`src/rtl/mem_if_pkg.sv`:
```
// mem_if_pkg: shared state/error encodings and segment boundaries for the
// memory-stage initiator and the segmented memory model.
package mem_if_pkg;
  typedef enum logic [1:0] {IDLE, ISSUE, WAIT, RESP} state_t;
  typedef enum logic [1:0] {
    ERR_OK      = 2'd0,
    ERR_WPROT   = 2'd1,
    ERR_RANGE   = 2'd2,
    ERR_TIMEOUT = 2'd3
  } err_t;
  localparam int unsigned SEG_INSTR_LIMIT = 512;
  localparam int unsigned SEG_MEM_LIMIT   = 1024;
endpackage

```
`src/rtl/mem_seg_check.sv`:
```
// mem_seg_check: classifies an access against the segment map; range errors
// take priority over instruction-segment write protection.
module mem_seg_check
  import mem_if_pkg::*;
#(
  parameter int          ADDR_W      = 64,
  parameter int unsigned INSTR_LIMIT = SEG_INSTR_LIMIT,
  parameter int unsigned MEM_LIMIT   = SEG_MEM_LIMIT
) (
  input  logic [ADDR_W-1:0] i_addr,
  input  logic              i_write,
  output err_t              o_err
);
  assign o_err = (i_addr >= ADDR_W'(MEM_LIMIT))             ? ERR_RANGE :
                 (i_write && i_addr < ADDR_W'(INSTR_LIMIT)) ? ERR_WPROT : ERR_OK;
endmodule

```
`src/rtl/mem_access_initiator.sv`:
```
// mem_access_initiator: single-outstanding load/store requester for the
// segmented memory, with segment checks and a completion timeout.
module mem_access_initiator
  import mem_if_pkg::*;
#(
  parameter int          ADDR_W      = 64,
  parameter int          DATA_W      = 64,
  parameter int unsigned INSTR_LIMIT = SEG_INSTR_LIMIT,
  parameter int unsigned MEM_LIMIT   = SEG_MEM_LIMIT,
  parameter int          TIMEOUT     = 16
) (
  input  logic              clk,
  input  logic              rst_n,
  input  logic              req_valid,
  output logic              req_ready,
  input  logic              req_write,
  input  logic [ADDR_W-1:0] req_addr,
  input  logic [DATA_W-1:0] req_wdata,
  output logic              rsp_valid,
  input  logic              rsp_ready,
  output logic [DATA_W-1:0] rsp_rdata,
  output logic [1:0]        rsp_err,
  output logic [ADDR_W-1:0] address,
  output logic [DATA_W-1:0] data_in,
  input  logic [DATA_W-1:0] data_out,
  output logic              read,
  output logic              write,
  input  logic              valid
);
  localparam int CNT_W = $clog2(TIMEOUT + 1);
  state_t            r_state, w_next;
  err_t              r_err, w_chk_err;
  logic              r_wr;
  logic [CNT_W-1:0]  r_cnt;
  logic [ADDR_W-1:0] r_addr;
  logic [DATA_W-1:0] r_wdata, r_rdata;
  logic              w_accept, w_done, w_timeout;
  mem_seg_check #(
    .ADDR_W(ADDR_W), .INSTR_LIMIT(INSTR_LIMIT), .MEM_LIMIT(MEM_LIMIT)
  ) u_seg (
    .i_addr(req_addr), .i_write(req_write), .o_err(w_chk_err)
  );
  assign w_accept  = (r_state == IDLE) && req_valid;
  assign w_done    = (r_state == ISSUE || r_state == WAIT) && valid;
  assign w_timeout = (r_state == WAIT) && !valid && (r_cnt == CNT_W'(TIMEOUT - 1));
  always_ff @(posedge clk or negedge rst_n)
    if (!rst_n) r_state <= IDLE;
    else        r_state <= w_next;
  // Strobes decode straight from the state so reset drops them without a clock.
  always_comb begin
    w_next    = r_state;
    req_ready = r_state == IDLE;
    rsp_valid = r_state == RESP;
    read      = (r_state == ISSUE) && !r_wr;
    write     = (r_state == ISSUE) && r_wr;
    case (r_state)
      IDLE:    w_next = req_valid ? ((w_chk_err == ERR_OK) ? ISSUE : RESP) : IDLE;
      ISSUE:   w_next = valid ? RESP : WAIT;
      WAIT:    w_next = (valid || w_timeout) ? RESP : WAIT;
      RESP:    w_next = rsp_ready ? IDLE : RESP;
      default: w_next = IDLE;
    endcase
  end
  always_ff @(posedge clk or negedge rst_n)
    if (!rst_n) begin
      r_addr  <= '0;
      r_wdata <= '0;
      r_wr    <= 1'b0;
      r_err   <= ERR_OK;
      r_rdata <= '0;
      r_cnt   <= '0;
    end else begin
      if (w_accept) begin
        r_addr  <= req_addr;
        r_wdata <= req_wdata;
        r_wr    <= req_write;
        r_err   <= w_chk_err;
        r_rdata <= '0;
      end
      if (w_done) begin
        r_rdata <= r_wr ? '0 : data_out;
        r_err   <= ERR_OK;
      end else if (w_timeout) r_err <= ERR_TIMEOUT;
      r_cnt <= (r_state == ISSUE) ? '0 : (r_state == WAIT) ? r_cnt + CNT_W'(1) : r_cnt;
    end
  assign rsp_rdata = r_rdata;
  assign rsp_err   = r_err;
  assign address   = r_addr;
  assign data_in   = r_wdata;
endmodule

```
`config.mk`:
```
export PLATFORM = sky130hd
export DESIGN_NAME = mem_access_initiator
export DESIGN_NICKNAME = d
export VERILOG_FILES = /design/src/rtl/mem_if_pkg.sv /design/src/rtl/mem_seg_check.sv /design/src/rtl/mem_access_initiator.sv
export SDC_FILE = /design/constraint.sdc
export NUM_CORES = 1
export LEC_CHECK = 0
export CORE_AREA = 2 2 154 156
export CTS_CLUSTER_SIZE = 30
export DETAILED_ROUTE_END_ITERATION = 6
export DIE_AREA = 0 0 156 158
export PLACE_DENSITY = 0.7
export SLEW_MARGIN = 20
export SYNTH_ARGS = -nofsm -noshare
export SYNTH_HDL_FRONTEND = slang
export SYNTH_SLANG_ARGS = --single-unit
export TNS_END_PERCENT = 10
```
`constraint.sdc`:
```
create_clock -name clk -period 4.7 [get_ports clk]
set_clock_uncertainty 0.1 [all_clocks]
set_input_delay 0.94 -clock clk [delete_from_list [all_inputs] [get_ports clk]]
set_output_delay 0.94 -clock clk [all_outputs]
set_load 0.005 [all_outputs]
```
# After elaboration in Yosys (flattened, before gate mapping)
# Index checks and enable logic that the tools add are counted.
classes:
  addsub: 1
  n_reduce_logical: 16
  muxes: 16
  order_cmp: 2
  eq_ne: 4
op_table:
  columns: ["op", "count"]
  rows:
  - ["two-way mux 64 bit", 3]
  - [">= comparator 64 x 11 -> 1 bit, second input constant", 1]
  - ["less-than comparator 64 x 10 -> 1 bit, second input constant", 1]
  - ["two-way mux 2 bit", 7]
  - ["two-way mux 5 bit", 2]
  - ["case mux 2 bit (4 select lines)", 1]
  - ["logical AND 1 bit", 7]
  - ["adder 5 x 1 -> 5 bit, second input constant", 1]
  - ["== test 5 x 4 -> 1 bit, second input constant", 1]
  - ["== test 2 bit, second input constant", 2]
  - ["zero test 2 bit", 2]
  - ["nonzero test 2 bit", 2]
  - ["two-way mux 1 bit", 3]
  - ["nonzero test 3 bit", 1]
  - ["== test 2 x 1 -> 1 bit, second input constant", 1]
  - ["zero test 1 bit", 2]
  - ["logical OR 1 bit", 2]
word_totals:
  ff_bits: 202
  elab_cells: 46

# Depth between registers and ports, before layout
# Gate-level depths: netlist (run 1).
depth:
  word_depth: 8
  ltp_mapped: 8
  mapped_depth_nobuf: 6

# Cells and area by module
# From an unflattened synthesis (run 1), not the netlist that was laid out.
hier_totals:
  cells_unflattened: 491
  area_unflattened_um2: 7763.7
by_module_without_submodules:
  columns: ["module", "area_each_um2", "cells_per_inst", "seq_area_each_um2", "instances"]
  rows:
  - ["mem_access_initiator", 7627.3, 470, 5054.8, 1]
  - ["mem_seg_check", 136.4, 21, 0.0, 1]

# Least setup slack after synthesis (run 1)
# OpenSTA, ideal clock, no wires.
synth_path:
  path_type: "input port to flip-flop"
  startpoint: "input port req_addr[62]"
  endpoint: "register r_err[0], in the netlist rsp_err[0]"
  t_required_ns: 4.534
  stages: 4
  n_path_buf: 0
  slack_ns: 2.710
  setup_ns: 0.066
  arrival_ns: 1.824
  path_cell_list: "nor4_1 > nand4_1 > nor4_2 > a31o_1"
synth_between:
  elab_chain_cells: 7
synth_rtl:
  columns: ["item", "line", "text"]
  rows:
  - ["start, declared", "mem_access_initiator.sv:17", "input logic [ADDR_W-1:0] req_addr,"]
  - ["less-than comparator 64 x 10 -> 1 bit", "mem_seg_check.sv:15", "(i_write && i_addr < ADDR_W'(INSTR_LIMIT)) ? ERR_WPROT : ERR_OK;"]
  - ["logical AND 1 bit", "mem_seg_check.sv:15", null]
  - ["two-way mux 1 bit", "mem_seg_check.sv:15", null]
  - ["two-way mux 2 bit (*)", "mem_seg_check.sv:14", "assign o_err = (i_addr >= ADDR_W'(MEM_LIMIT)) ? ERR_RANGE :"]
  - ["two-way mux 2 bit (*)", "mem_access_initiator.sv:73", "if (w_accept) begin"]
  - ["two-way mux 2 bit (*)", "mem_access_initiator.sv:83", "end else if (w_timeout) r_err <= ERR_TIMEOUT;"]
  - ["two-way mux 2 bit (*)", "mem_access_initiator.sv:80", "if (w_done) begin"]
  - ["end signal, assigned", "mem_access_initiator.sv:77", "r_err <= w_chk_err;"]
  - ["end, declared", "mem_access_initiator.sv:32", "err_t r_err, w_chk_err;"]
# Every way passes the cells marked *; elsewhere a longest branch is shown, timed or not. The select of a mux whose other input is x is not followed.
# A chain may end at the register's enable or synchronous reset.

# Worst setup path in the final report (run 1)
layout_path:
  startpoint: "register r_state[1]"
  endpoint: "output port read"
layout_between:
  elab_chain_cells: 2
layout_rtl:
  columns: ["item", "line", "text"]
  rows:
  - ["start, declared", "mem_access_initiator.sv:31", "state_t r_state, w_next;"]
  - ["start signal, assigned", "mem_access_initiator.sv:48", "else r_state <= w_next;"]
  - ["== test 2 x 1 -> 1 bit", "mem_access_initiator.sv:54", "read = (r_state == ISSUE) && !r_wr;"]
  - ["logical AND 1 bit", "mem_access_initiator.sv:54", null]
  - ["end, declared", "mem_access_initiator.sv:26", "output logic read,"]
# No other way between the ends.

==> results of run 1 <==
==> worst register-to-register path, stage by stage, from the launching register on <==
cell,delay (ps)
sky130_fd_sc_hd__dfrtp_1,370
sky130_fd_sc_hd__inv_1,70
sky130_fd_sc_hd__ha_1,430
sky130_fd_sc_hd__a21oi_4,560
sky130_fd_sc_hd__buf_4,460
sky130_fd_sc_hd__a22o_1,250
==> state kept, by name, indices dropped and copies added, names as in the netlist <==
register / cells
address: 64
data_in: 64
r_cnt: 5
r_state: 2
r_wr: 1
rsp_err: 2
rsp_rdata: 64
==> placed cells by master (no fill, tap or decap), types with 5 or more instances in the layout <==
cell type,Yosys,routed
sky130_fd_sc_hd__a21oi_1,5,5
sky130_fd_sc_hd__a22o_1,64,64
sky130_fd_sc_hd__buf_4,6,8
sky130_fd_sc_hd__clkbuf_1,9,6
sky130_fd_sc_hd__clkbuf_16,0,23
sky130_fd_sc_hd__clkdlybuf4s50_1,0,394
sky130_fd_sc_hd__dfrtp_1,202,202
sky130_fd_sc_hd__ha_1,6,6
sky130_fd_sc_hd__inv_1,5,5
sky130_fd_sc_hd__nand2_1,393,392
sky130_fd_sc_hd__nor2_1,5,5
sky130_fd_sc_hd__nor4_1,12,12
sky130_fd_sc_hd__o21ai_0,7,7
==> power by group <==
group          total, mW  internal [mW]  switching (mW)
combinational       3.27           1.84            1.43
clock               1.76           1.05           0.703
sequential          2.88           2.48           0.399
==> final cells by class <==
| class | count | share of cell area (%) |
|---|---|---|
| inverters | 5 | 0.148 |
| well taps | 290 | 2.87 |
| clock buffers | 32 | 5.05 |
| multi-input cells | 515 | 19.4 |
| clock inverters | 7 | 0.702 |
| repair buffers | 404 | 31.9 |
| flip-flops and latches | 202 | 39.9 |
==> metal layers <==
metal | routed length, um | vias to the layer above | global-route usage (%)
li1 | - | 3247 | -
met1 | 9890 | 3254 | 22.9
met2 | 11900 | 295 | 33.2
met3 | 2450 | 40 | 7.12
met4 | 549 | 0 | 5.37
met5 | 0 | - | 0
==> cell families after synthesis <==
group / Yosys count / share of synthesized area [%]
mux: 1 / 0.130
buf+inv: 47 / 2.92
fa+ha+maj: 6 / 0.972
flops: 202 / 65.5
compound gates: 82 / 8.64
simple gates: 426 / 21.9
==> stage by stage <==
stage               hold WS (ps)  instance area (sq um)  instances  power (mW)  worst slack (ps)
floorplan                    349                   7720        764        4.17              2710
global placement             357                  11900       1416        6.14              1710
detailed placement           361                  11900       1416        6.21              1660
CTS                          315                  12700       1455        8.03              1600
global route                 335                  12700       1455        8.46              1470
finish                       314                  12700       1455        7.90              1650
==> worst max path at each step <==
stage | from | to | slack, ps
floorplan | req_addr[62] | rsp_err[0]$_DFFE_PN0P_ | 2710
global placement | req_addr[37] | rsp_err[0]$_DFFE_PN0P_ | 1710
detailed placement | req_addr[37] | rsp_err[1]$_DFFE_PN0P_ | 1660
CTS | r_state[1]$_DFF_PN0_ | read | 1600
global route | r_state[1]$_DFF_PN0_ | read | 1470
finish | r_state[1]$_DFF_PN0_ | read | 1650
==> results.cfg, run 1 <==
[final_layout]
design.final.nets = 1355
post_route_cells_drive_above_1_share_pct = 4.21
multiInputGateArea_sq_mm = 0.00246
layout.core_utilization_pct = 54.9
sequential_cell_area_sq_mm = 0.00505
number_of_antenna_repair_diodes = 0
fill_cells = 2018
area_delta_synth_final_pct = 64.0

[routing]
viasPerCell = 4.70
detailroute.via_count = 6836
postRouteAntennaNets = 0
drt-initial-drc-count = 416
drc_violation_count_after_routing = 0
routed_wire_length_per_instance_um = 17.0
detailedRoute.firstPassIterationCount = 4
postRouteWirelength_um = 24800

[run]
max-cap-violations = 0

[place]
number_of_buffers_inserted_by_port_buffering = 395
finalWeightedCongestion = 0.809
dpl.hpwl_um = 17500

[floorplanning]
start_util_pct = 33.5
top_level_ports = 396
dieWidth_um = 156
coreArea_sq_mm = 0.0231
design.die.area_sq_mm = 0.0246
floorplan.die.height_um = 158
rows = 56

[synth]
yosysSeqAreaShare_pct = 65.5
yosysWarnings = 0
mappedNetlistNets = 968
async_flop_share_pct = 100
synthCells = 764
yosysMostFrequentCell = sky130_fd_sc_hd__nand2_1
post_synth_instance_area_sq_mm = 0.00772
yosys-top-cells-area = sky130_fd_sc_hd__dfrtp_1, sky130_fd_sc_hd__nand2_1, sky130_fd_sc_hd__a22o_1
synth.ff_latch_count = 202
ys.flop_type = sky130_fd_sc_hd__dfrtp_1
synth.top_cells.by_count = sky130_fd_sc_hd__nand2_1, sky130_fd_sc_hd__dfrtp_1, sky130_fd_sc_hd__a22o_1, sky130_fd_sc_hd__buf_2, sky130_fd_sc_hd__nor4_1
synth_area_leader_cell = sky130_fd_sc_hd__dfrtp_1
synth.lib_cells_used.distinct = 28
synth.avg_cell_area_sq_um = 10.1
synth.top_cell.area_share_pct = 65.5
synth_edf_count = 0

[grt]
first_global_vias = 6920
grt_remaining_overflow = 0
grtUsageTotal_pct = 19.3
grt_first_pass_wirelength_um = 37800
antenna_found_initial = 0
grt_start_max_net_pins = 94

[clocking]
ctsLongestPathBuffers = 3
post_cts_resize_count = 0
path_clk_slew_ps = 60
cts.sinks = 202
cts_buffers = 23
cts-root-buf = sky130_fd_sc_hd__clkbuf_16
holdBufCountCts = 0
cts.htree.levels = 1
cts_tree = built
post_cts_setup_buffer_count = 0
worstSkewPairLatency_ps = 500

[worst_setup_path]
cp-start-kind = flip-flop
worst_path_max_delay_cell = sky130_fd_sc_hd__clkdlybuf4s50_1
end_kind = output port
worstPathCellList = inv_1 > ha_1 > nor2b_1 > clkdlybuf4s50_1
crit_fanout = 8
timing.critical_path.max_delay_family = buffers and inverters
timing.rr.start = r_state[0]$_DFF_PN0_
critical_path_cell_count = 4
capture_instance_of_the_worst_register_to_register_path = rsp_rdata[17]$_DFFE_PN0P_
worst-endpoint-required_ps = 3660
setup.worst_path.class = flip-flop to output port
worst_path_largest_cell_delay_ps = 550
timing.critical_path.buf_inv = 2
r2r_cells = 5
worst-endpoint-arrival_ps = 2010
regToRegSetupSlack_ps = 2380

[run_status]
result_of_the_run = complete, no violations

[sta]
final_period_minus_worst_setup_slack_ps = 3050
timing.final.max_slew_violations = 0
achievable-frequency_ghz = 0.328
hold_viol = 0
headroom_to_the_max_slew_limit_pct = 30.3
max_slew.worst_pin.slew_ps = 1040
timing.final.crit_share_pct = 65.0
timing.final.setup_violations = 0
grt_setup_unrepaired = false
setup_total_negative_slack_ps = 0

[power]
power.ir.vdd_worst_mv = 0.405
powerDensity_mw_per_mm2 = 624
power.static_leakage_nw = 5.99

[worst_hold_path]
holdCritPathClass = input pin to async pin
Power figures use the tool's default switching activity.
==> run 2, diff against run 1 <==
--- a/config.mk
+++ b/config.mk
@@ -5,11 +5,11 @@
 export SDC_FILE = /design/constraint.sdc
 export NUM_CORES = 1
 export LEC_CHECK = 0
-export CORE_AREA = 2 2 154 156
+export CORE_AREA = 2 2 155 157
 export CTS_CLUSTER_SIZE = 30
 export DETAILED_ROUTE_END_ITERATION = 6
-export DIE_AREA = 0 0 156 158
-export PLACE_DENSITY = 0.7
+export DIE_AREA = 0 0 157 159
+export PLACE_DENSITY = 0.69
 export SLEW_MARGIN = 20
 export SYNTH_ARGS = -nofsm -noshare
 export SYNTH_HDL_FRONTEND = slang
==> constraint.sdc (replaced) <==
create_clock -name clk -period 3.1 [get_ports clk]
set_clock_uncertainty 0.1 [all_clocks]
set_input_delay 0.62 -clock clk [delete_from_list [all_inputs] [get_ports clk]]
set_output_delay 0.62 -clock clk [all_outputs]
set_load 0.005 [all_outputs]
==> results.cfg, run 2 (synthesized netlist as in run 1, its figures left out) <==
[run_status]
result_of_the_run = complete, no violations

[final_layout]
area_delta_synth_final_pct = 66.2
most_frequent_cells_in_the_layout = sky130_fd_sc_hd__clkdlybuf4s50_1, sky130_fd_sc_hd__nand2_1, sky130_fd_sc_hd__dfrtp_1
mostFrequentLayoutCell = sky130_fd_sc_hd__clkdlybuf4s50_1
post_route_cells_drive_above_1_share_pct = 4.80
stdcell_area_sq_mm = 0.0128
design.final.nets = 1357

[grt]
busiest_layer = met2
grt_remaining_overflow = 0
antenna_found_initial = 1
global_route.usage.met3_pct = 6.34
grtUsageTotal_pct = 19.1
globalRouteMet2Util_pct = 31.5
grt_first_pass_wirelength_um = 37900
grt_start_max_net_pins = 132
groute.layer.met1.usage_pct = 23.5
first_global_vias = 6919

[power]
power.ir.vdd_worst_mv = 0.661
powerDensity_mw_per_mm2 = 948
power.static_leakage_nw = 6.04

[routing]
viasPerCell = 4.61
routed_wire_length_per_instance_um = 16.7
postRouteWirelength_um = 24800
drc_violation_count_after_routing = 0
drt-initial-drc-count = 314
detailroute.via_count = 6848
detailedRoute.firstPassIterationCount = 6
postRouteAntennaNets = 0

[place]
dpl.hpwl_um = 17600
postPlaceCellArea_sq_mm = 0.0120
finalWeightedCongestion = 0.815
number_of_buffers_inserted_by_port_buffering = 395

[floorplanning]
rows = 56
top_level_ports = 396
coreArea_sq_mm = 0.0232
design.die.area_sq_mm = 0.0250
start_util_pct = 33.3
floorplan.die.height_um = 159
dieWidth_um = 157

[clocking]
ctsLongestPathBuffers = 3
path_clk_slew_ps = 60
post_cts_setup_buffer_count = 0
cts_buffers = 23
cts_tree = built
worstSkewPairLatency_ps = 500
cts-root-buf = sky130_fd_sc_hd__clkbuf_16
cts.sinks = 202
cts.htree.levels = 1
post_cts_resize_count = 0

[worst_setup_path]
timing.critical_path.buf_inv = 2
timing.critical_path.max_delay_family = buffers and inverters
worst-endpoint-required_ps = 2380
setup.worst_path.class = flip-flop to output port
crit_fanout = 8
end_kind = output port
worstPathCellList = inv_1 > ha_1 > nor2b_1 > clkdlybuf4s50_1
worst-endpoint-arrival_ps = 2000
worst_path_largest_cell_delay_ps = 550
cp-start-kind = flip-flop
worst_path_max_delay_cell = sky130_fd_sc_hd__clkdlybuf4s50_1

[sta]
setup_total_negative_slack_ps = 0
max_slew.worst_pin.slew_ps = 578
headroom_to_the_max_slew_limit_pct = 61.5
achievable-frequency_ghz = 0.368
fin_worst_hold_slack_ps = 369
grt_setup_unrepaired = false
timing.final.setup_violations = 0
final_period_minus_worst_setup_slack_ps = 2720
timing.final.crit_share_pct = 87.7
hold_viol = 0
timing.final.max_slew_violations = 0

[run]
max-cap-violations = 0

[worst_hold_path]
holdCritPathClass = flip-flop to flip-flop
-- run 2: final timing paths --
| path | startpoint | endpoint | slack, ps | cells past startpoint |
|---|---|---|---|---|
| setup / recovery | r_state[1]$_DFF_PN0_ | read | 380 | 4 |
| hold / removal | data_in[60]$_DFFE_PN0P_ | data_in[60]$_DFFE_PN0P_ | 370 | 2 |
| setup reg to reg | r_state[0]$_DFF_PN0_ | rsp_rdata[57]$_DFFE_PN0P_ | 980 | 6 |
| hold reg to reg | data_in[60]$_DFFE_PN0P_ | data_in[60]$_DFFE_PN0P_ | 370 | 2 |
| max in group asynchronous | rst_n | rsp_rdata[1]$_DFFE_PN0P_ | 1550 | 3 |
| min in group asynchronous | rst_n | address[34]$_DFFE_PN0P_ | 550 | 2 |
-- run 2: worst min-delay path, stage by stage (launching register included) --
cell	delay, ps
sky130_fd_sc_hd__dfrtp_1	340
sky130_fd_sc_hd__nand2_1	50
sky130_fd_sc_hd__nand2_1	50
-- run 2: repair_timing --
action                                 in CTS  in global routing
setup endpoints to repair                   0                  0
endpoints found under the hold margin      45                  0
hold buffers                                1                  0
-- run 2: final cells by class --
type | count | area [sq um]
diodes | 1 | 2.50
clock buffers | 27 | 631
clock inverters | 12 | 149
fillers | 2022 | 10400
inverters | 5 | 18.8
multi-input cells | 515 | 2460
flip-flops and latches | 202 | 5050
well taps | 319 | 399
repair buffers | 406 | 4120
-- run 2: report_power, final --
part | switching [mW] | internal [mW] | leakage, nW
sequential | 0.604 | 3.75 | 2.57
clock | 1.09 | 1.70 | 0.375
combinational | 2.18 | 2.85 | 3.10
-- run 2: through the flow --
step | power, mW | worst slack (ps) | utilization, % | cells
after floorplan | 6.32 | 1390 | - | 764
after global placement | 9.38 | 442 | 51.9 | 1446
after detailed placement | 9.46 | 468 | 51.9 | 1446
after CTS | 12.3 | 356 | 55.3 | 1486
after global routing | 13.0 | 280 | 55.3 | 1487
final | 12.2 | 381 | 55.3 | 1487
-- run 2: metal layers --
metal	vias up	share of wire [%]
li1	3255	-
met1	3230	41
met2	307	46
met3	56	9.6
met4	0	3.2
met5	-	0
==> run 3, diff against run 2 <==
--- a/config.mk
+++ b/config.mk
@@ -5,7 +5,9 @@
 export SDC_FILE = /design/constraint.sdc
 export NUM_CORES = 1
 export LEC_CHECK = 0
+export CAP_MARGIN = 20
 export CORE_AREA = 2 2 155 157
+export CTS_CLUSTER_DIAMETER = 80
 export CTS_CLUSTER_SIZE = 30
 export DETAILED_ROUTE_END_ITERATION = 6
 export DIE_AREA = 0 0 157 159
==> results.cfg, run 3 (synthesized netlist as in run 1, its figures left out) <==
[power]
combinationalPowerShare_pct = 45.3
sw_frac_of_total_pct = 33.0
share_clk_of_total_power_pct = 15.4
powerDensity_mw_per_mm2 = 891
report.power.total_mw = 11.1
power.static_leakage_nw = 5.84
power.ir.vdd_worst_mv = 0.421
p_int_mw = 7.41
p_seq_share_pct = 39.3
switching_power_mw = 3.65

[sta]
fin_worst_hold_slack_ps = 6.51
achievable-frequency_ghz = 0.368
timing.final.max_slew_violations = 0
headroom_to_the_max_slew_limit_pct = 60.1
final_critical_path_setup_slack_ps = 381
grt_setup_unrepaired = false
timing.final.crit_share_pct = 87.7
timing.final.setup_violations = 0
setup_total_negative_slack_ps = 0
final_period_minus_worst_setup_slack_ps = 2720
max_slew.worst_pin.slew_ps = 598
hold_viol = 0

[routing]
postRouteAntennaNets = 0
routed_wire_length_per_instance_um = 16.6
detailedRoute.firstPassIterationCount = 4
viasPerCell = 4.63
postRouteWirelength_um = 24300
drc_violation_count_after_routing = 0
detailroute.via_count = 6788
drt-initial-drc-count = 310

[clocking]
cts.htree.levels = 1
cts-root-buf = sky130_fd_sc_hd__clkbuf_16
path_clk_slew_ps = 100
ctsLongestPathBuffers = 3
holdBufCountCts = 0
post_cts_resize_count = 0
cts_buffers = 12
cts.sinks = 202
post_cts_setup_buffer_count = 0
cts_tree = built
worstSkewPairLatency_ps = 460

[grt]
grtUsageTotal_pct = 18.7
antenna_found_initial = 1
grt_remaining_overflow = 0
grt_start_max_net_pins = 132
grt_first_pass_wirelength_um = 37100
first_global_vias = 6694

[worst_setup_path]
worstPathCellList = inv_1 > ha_1 > nor2b_1 > clkdlybuf4s50_1
worst_path_largest_cell_delay_ps = 560
worst_path_max_delay_cell = sky130_fd_sc_hd__clkdlybuf4s50_1
setup.worst_path.class = flip-flop to output port
crit_fanout = 8
cp-start-kind = flip-flop
worst-endpoint-required_ps = 2380
worst-endpoint-arrival_ps = 2000
end_kind = output port

[floorplanning]
dieWidth_um = 157
coreArea_sq_mm = 0.0232
top_level_ports = 396
floorplan.die.height_um = 159
rows = 56
start_util_pct = 33.3
design.die.area_sq_mm = 0.0250

[final_layout]
multiInputGateArea_sq_mm = 0.00246
most_frequent_cells_in_the_layout = sky130_fd_sc_hd__clkdlybuf4s50_1, sky130_fd_sc_hd__nand2_1, sky130_fd_sc_hd__dfrtp_1
layout.core_utilization_pct = 53.5
post_route_cells_drive_above_1_share_pct = 2.97
area_delta_synth_final_pct = 60.8
design.final.nets = 1345
mostFrequentLayoutCell = sky130_fd_sc_hd__clkdlybuf4s50_1
fill_cells = 2071
stdcell_area_sq_mm = 0.0124
layoutNonFillerInstCount = 1465
sequential_cell_area_sq_mm = 0.00505

[run]
max-cap-violations = 0

[place]
finalWeightedCongestion = 0.815
place_inst = 1446
postPlaceCellArea_sq_mm = 0.0120
pre_cts_ws_ps = 468
dpl.hpwl_um = 17600
number_of_buffers_inserted_by_port_buffering = 395

[run_status]
result_of_the_run = complete, no violations

[worst_hold_path]
holdCritPathClass = input pin to async pin
run 3: cell count changes in the layout (fill, tap and decap cells not counted), sizes merged:
| cell | change |
|---|---|
| dlygate4sd3 | -1 |
| clkinvlp | -4 |
| bufinv | -3 |
| clkinv | -3 |
| clkbuf | -11 |
run 3: metal layers:
metal	global-route usage, %	vias up	wire (um)
met1	23.4	3251	9920
met3	6.12	40	2360
met4	5.55	0	656
met5	0	-	0
li1	-	3211	-
met2	30.7	286	11300
run 3: power groups by stage:
stage | logic (mW) | registers (mW) | clock network [mW]
3_5_place_dp | 5.07 | 4.39 | 0
6_report | 5.01 | 4.35 | 1.70
2_1_floorplan | 1.88 | 4.44 | 0
4_1_cts | 5.09 | 4.36 | 1.78
5_1_grt | 5.49 | 4.48 | 1.87
3_3_place_gp | 5.02 | 4.36 | 0
run 3: worst paths after layout:
kind | from | to | slack, ps | cells after the start
hold reg to reg | data_in[60]$_DFFE_PN0P_ | data_in[60]$_DFFE_PN0P_ | 380 | 2
max in group asynchronous | rst_n | rsp_rdata[40]$_DFFE_PN0P_ | 2100 | 2
hold / removal | rst_n | data_in[37]$_DFFE_PN0P_ | 7 | 1
setup reg to reg | r_state[0]$_DFF_PN0_ | rsp_rdata[57]$_DFFE_PN0P_ | 980 | 6
min in group clk | data_in[60]$_DFFE_PN0P_ | data_in[60]$_DFFE_PN0P_ | 380 | 2
setup / recovery | r_state[1]$_DFF_PN0_ | read | 380 | 4
run 3: worst max-delay path: cells and delay by family (launching register included):
kind | cells | cell delay [ps]
buf+inv | 2 | 650
flops | 1 | 410
fa+ha+maj | 1 | 310
simple gates | 1 | 170
run 3: area by class of cell:
cell class	count	share of cell area, %
Sequential cell	202	40.7
Clock buffer	16	2.87
Timing Repair Buffer	405	33.1
Multi-Input combinational cell	515	19.8
Tap cell	319	3.21
Clock inverter	2	0.141
Antenna cell	1	0.0202
Inverter	5	0.151
